### config.mk
export PLATFORM = sky130hd
export DESIGN_NAME = hd_beat_int_seq
export DESIGN_NICKNAME = d
export VERILOG_FILES = /design/src/rtl/hd_beat_int_seq.sv
export SDC_FILE = /design/constraint.sdc
export NUM_CORES = 1
export LEC_CHECK = 0
export CORE_MARGIN = 2
export CORE_UTILIZATION = 40
export CTS_CLUSTER_DIAMETER = 80
export DETAILED_ROUTE_END_ITERATION = 7
export GPL_ROUTABILITY_DRIVEN = 0
export PLACE_DENSITY = 0.82
export SKIP_LAST_GASP = 1
export SLEW_MARGIN = 20
export SYNTH_ARGS = -nofsm -noshare
export SYNTH_HDL_FRONTEND = slang
export SYNTH_SLANG_ARGS = --single-unit
### constraint.sdc
create_clock -name T3 -period 2 [get_ports T3]
set_clock_uncertainty 0.1 [all_clocks]
set_input_delay 0.4 -clock T3 [delete_from_list [all_inputs] [get_ports T3]]
set_output_delay 0.4 -clock T3 [all_outputs]
set_load 0.01 [all_outputs]
### src/rtl/hd_beat_int_seq.sv
// Beat generator, ST0 phase flag, STOP/START run control and multi-step
// interrupt entry sequencer for the HD-CPU hardwired controller.
// All state changes happen on the falling edge of T3.
module hd_beat_int_seq #(
    parameter int unsigned NBEAT     = 3,
    parameter int unsigned SW_W      = 3,
    parameter int unsigned FLAG_W    = 3,
    parameter int unsigned INT_STEPS = 5
) (
    input  logic              T3,
    input  logic              CLR,
    input  logic [SW_W-1:0]   SW,
    input  logic              SHORT,
    input  logic              LONG,
    input  logic              STOP,
    input  logic              START,
    input  logic              SST0,
    input  logic              CLRST0,
    input  logic              PULSE,
    input  logic              EI_SET,
    input  logic              EI_CLR,
    input  logic              IRET,
    output logic [NBEAT-1:0]  W,
    output logic              ST0,
    output logic              RUN,
    output logic              EI,
    output logic              INT_PEND,
    output logic              INTACK,
    output logic [FLAG_W-1:0] FLAG,
    output logic              CYC_END
);

    typedef enum logic [1:0] {
        B_W1 = 2'd0,
        B_W2 = 2'd1,
        B_W3 = 2'd2,
        B_W4 = 2'd3
    } beat_e;

    beat_e             beat_q, beat_d, beat_nxt_c;
    logic [NBEAT-1:0]  w_q, w_d;
    logic              st0_q, st0_d;
    logic              run_q, run_d;
    logic              ei_q, ei_d;
    logic              pend_q, pend_d;
    logic              ack_q, ack_d;
    logic [FLAG_W-1:0] flag_q, flag_d;
    logic [SW_W-1:0]   sw_q, sw_d;
    logic              pulse_q, pulse_d;

    logic              adv_c;
    logic              cyc_edge_c;
    logic              entry_c;
    logic              rise_c;

    // Beat that would follow the current one if the sequencer advances.
    always_comb begin
        beat_nxt_c = B_W1;
        case (beat_q)
            B_W1:    beat_nxt_c = SHORT ? B_W1 : B_W2;
            B_W2:    beat_nxt_c = (LONG && (NBEAT >= 32'd3)) ? B_W3 : B_W1;
            B_W3:    beat_nxt_c = (LONG && (NBEAT == 32'd4)) ? B_W4 : B_W1;
            default: beat_nxt_c = B_W1;
        endcase
    end

    assign CYC_END = (beat_nxt_c == B_W1);

    // A STOP edge freezes the beat, so it is not treated as a cycle end.
    assign adv_c      = run_q && !STOP;
    assign cyc_edge_c = adv_c && CYC_END;
    assign rise_c     = PULSE && !pulse_q;
    assign entry_c    = cyc_edge_c && (sw_q == '0) && st0_q && (flag_q == '0)
                        && pend_q && ei_q;

    // Next-state logic: mode change pre-empts all normal sequencing.
    always_comb begin
        beat_d  = beat_q;
        st0_d   = st0_q;
        run_d   = run_q;
        ei_d    = ei_q;
        pend_d  = pend_q;
        ack_d   = 1'b0;
        flag_d  = flag_q;
        sw_d    = sw_q;
        pulse_d = PULSE;

        if (SW != sw_q) begin
            beat_d = B_W1;
            st0_d  = 1'b0;
            flag_d = '0;
            run_d  = 1'b1;
            sw_d   = SW;
        end else begin
            if (adv_c) begin
                beat_d = beat_nxt_c;
            end

            if (run_q && STOP) begin
                run_d = 1'b0;
            end else if (!run_q && START) begin
                run_d = 1'b1;
            end

            if (cyc_edge_c) begin
                if (CLRST0) begin
                    st0_d = 1'b0;
                end else if (SST0) begin
                    st0_d = 1'b1;
                end
            end

            if (entry_c) begin
                flag_d = FLAG_W'(1);
            end else if (cyc_edge_c && (flag_q != '0)) begin
                flag_d = (flag_q == FLAG_W'(INT_STEPS)) ? '0 : flag_q + FLAG_W'(1);
            end

            if (entry_c) begin
                ei_d = 1'b0;
            end else if (EI_CLR) begin
                ei_d = 1'b0;
            end else if (EI_SET) begin
                ei_d = 1'b1;
            end else if (IRET && cyc_edge_c && (flag_q == '0)) begin
                ei_d = 1'b1;
            end

            // A new request on the entry edge survives the acknowledge.
            if (rise_c) begin
                pend_d = 1'b1;
            end else if (entry_c) begin
                pend_d = 1'b0;
            end

            ack_d = entry_c;
        end
    end

    assign w_d = NBEAT'(1) << beat_d;

    // State register, synchronous reset on the falling edge of T3.
    always_ff @(negedge T3) begin
        if (CLR) begin
            beat_q  <= B_W1;
            w_q     <= NBEAT'(1);
            st0_q   <= 1'b0;
            run_q   <= 1'b1;
            ei_q    <= 1'b1;
            pend_q  <= 1'b0;
            ack_q   <= 1'b0;
            flag_q  <= '0;
            sw_q    <= SW;
            pulse_q <= PULSE;
        end else begin
            beat_q  <= beat_d;
            w_q     <= w_d;
            st0_q   <= st0_d;
            run_q   <= run_d;
            ei_q    <= ei_d;
            pend_q  <= pend_d;
            ack_q   <= ack_d;
            flag_q  <= flag_d;
            sw_q    <= sw_d;
            pulse_q <= pulse_d;
        end
    end

    assign W        = w_q;
    assign ST0      = st0_q;
    assign RUN      = run_q;
    assign EI       = ei_q;
    assign INT_PEND = pend_q;
    assign INTACK   = ack_q;
    assign FLAG     = flag_q;

endmodule

==> key figures <==
Timing
  – Final hold viol count: 0
  – Slew @ Worst Pin: 0.303 ns
  – Setup TNS: -9.78 ns
  – RSZ-0062 raised after global routing: true
  – Worst slew margin: 79.7%
  – Final setup margin: -0.819 ns
  – Setup violators final: 28
  – Final Slew Violations: 0

Flow run
  – Max_cap viols: 0

Setup path
  – Worst endpoint required time: 1.50 ns
  – CP Class: flip-flop to output pin
  – Worst R2R Setup Slack: -0.05 ns
  – Crit start category: flip-flop
  – Largest fanout on the critical path: 2
  – Worst setup startpoint: beat_q[0]$_SDFF_NP0_
  – FF-to-FF Start: beat_q[0]$_SDFF_NP0_
  – CP endpoint kind: output pin
  – CP Data Arrival Time: 2.32 ns
  – Worst reg2reg path depth: 12
  – R2R Path End: EI$_SDFFE_NP1P_

GRT
  – First-pass GRT wire length: 4880 um
  – Grt ovf: 0
  – Vias in the first global route: 1023
  – GRT Util Overall: 33.7%
  – Initial antenna violation count: 0
  – Largest net degree at the start of global routing: 10

Worst hold path
  – Hold path startpoint: pulse_q$_DFF_N_
  – Min-Delay Path Class: flip-flop to flip-flop
  – Sink of the worst hold path: INT_PEND$_SDFFE_NP0P_
  – Hold path cells: 2

Synth
  – Post-synth EDFFs: 3
  – Synth Instances: 76
  – Asr flop ratio synth: 0%
  – Seq cells post-synth: 17
  – Avg Cell Area, Syn: 9.89 sq um
  – Synth Warn #: 0
  – Sequential area share after synthesis: 49.3%
  – Syn Nets: 91
  – Mapped cell area: 752 sq um
  – Top_reg_cell synth: dfxtp_1
  – Synth cell types: 32

Final layout
  – Most frequent cells in the layout: buf_4, buf_6, inv_1, dfxtp_2, clkdlybuf4s50_1
  – Layout cells sized above 1: 62.0%
  – FILL cells: 62
  – Area Growth Syn to Fin: 115%
  – Antenna cells: 0
  – Most common cell after layout, fill and taps aside: buf_4
  – Nets: 174

Floorplan
  – Die width: 47.4 um
  – Full die area: 2240 sq um
  – Die height: 47.4 um
  – Initial core utilization: 43.1%
  – # IOs: 27
  – Floorplan Core Area: 1750 sq um
  – # rows: 15

Outcome
  – Failing checks: setup timing
  – Outcome: complete, but fails checks

Routing
  – WL met3: 478 um
  – Number of DRC markers in iteration 0: 54
  – Routed WL: 4250 um
  – DR WL/cell: 23.2 um
  – Vias post-DR: 1063
  – WL met2: 1960 um
  – TritonRoute pass-1 iters: 6
  – Top routing layer in use: met4
  – Routed vias/inst: 5.81
  – DRT antenna net count: 0
  – DRC: 0
  – Met1 wire length: 1510 um

Clocking
  – CTS tree: yes
  – Clock sinks: 17
  – Clock tree buffer depth: 2
  – CTS H-tree depth: 1
  – Cts bufs inserted: 3
  – Root Driver: clkbuf_4
  – Clock latency on the worst-skew pair: 0.41 ns
  – CTS clock-pin slew for the worst setup and hold paths: 0.06 ns
  – Hold-fix buffers, CTS: 0

Power and ir drop
  – Pwr/cell area: 611 nW/um^2
  – LEAKAGE: 0.743 nW
  – Worst vdd ir: 0.000525 V
  – Pwr Total: 986 uW

Placement
  – # port buffers: 26
  – Hpwl dp: 1430 um
critical path, cell delays in order, from the launching register on:
cell and delay [ns]:
dfxtp_2 0.33, or2_4 0.26, a21oi_4 0.18, inv_4 0.05
buf_6 0.12
logic make-up (layout without fill, tap and decap cells):
kind of cell / after synthesis / in the layout / synth area share (%)
DFF: 17 / 17 / 49.3
muxes: 1 / 1 / 1.33
buffers and inverters: 5 / 87 / 3.33
AOI/OAI and AO/OA: 16 / 16 / 15.5
xor gates and xnor gates: 3 / 3 / 3.49
and+or+nand+nor: 34 / 34 / 27.1
area by class of cell:
class                           instances  area [sq um]  area share [%]
Timing Repair Buffer                   63           588            36.4
Multi-Input combinational cell         54           507            31.4
Sequential cell                        17           384            23.8
Clock inverter                         18          67.6            4.19
Tap cell                               25          31.3            1.94
Clock buffer                            3          22.5            1.40
Inverter                                3          13.8           0.853
how the worst max path moves through the flow:
stage                                end  slack [ns]  cells after the start
floorplan                W[0]$_SDFF_NP1_       -0.40                      3
global placement    beat_q[0]$_SDFF_NP0_       -0.88                      7
detailed placement  beat_q[0]$_SDFF_NP0_       -0.95                      7
CTS                              CYC_END       -0.73                      4
global route                     CYC_END       -0.85                      5
finish                           CYC_END       -0.82                      4
through the flow:
step | setup WS (ns) | std cells | cell area, sq um | hold slack (ns) | utilization, %
2_1_floorplan | -0.403 | 76 | 776 | 0.379 | -
3_3_place_gp | -0.876 | 145 | 1200 | 0.386 | 68.7
3_5_place_dp | -0.946 | 145 | 1200 | 0.397 | 68.7
4_1_cts | -0.734 | 179 | 1460 | 0.401 | 83.4
5_1_grt | -0.848 | 183 | 1610 | 0.451 | 92.5
6_report | -0.819 | 183 | 1610 | 0.449 | 92.5
Yosys cell counts, types with 2 or more instances:
cell type / count / share of area (%)
o21a_1: 2 / 2.0
nand2_1: 8 / 4.0
or3_1: 3 / 2.5
dfxtp_1: 14 / 37
xor2_1: 3 / 3.5
inv_1: 3 / 1.5
nor2_1: 6 / 3.0
edfxtp_1: 3 / 12
o21ai_0: 2 / 1.3
nand2b_1: 3 / 2.5
a21oi_1: 6 / 4.0
nor3_1: 3 / 2.0
where the power goes:
| part | switching [mW] | internal, mW |
|---|---|---|
| Clock | 0.281 | 0.118 |
| Combinational | 0.0941 | 0.115 |
| Sequential | 0.0148 | 0.363 |
metal layers:
layer,global-route usage (%),up-vias
met1,35.4,491
met2,54.3,108
met5,0,-
li1,-,428
met3,11.5,36
met4,26.7,0
flip-flops by register name (all words and copies together), names as in the netlist, 2 cells and up:
register,flops
FLAG,3
W,3
sw_q,3
beat_q,2
repair_timing:
| item | CTS | global route |
|---|---|---|
| gates resized for setup | 105 | 32 |
| setup buffers | 13 | 5 |
| hold endpoints to repair | 0 | 0 |
| endpoints found under the setup margin | 28 | 28 |
| pin swaps | 14 | 15 |
| gates cloned | 1 | 0 |
(Power assumes the default switching activity.)
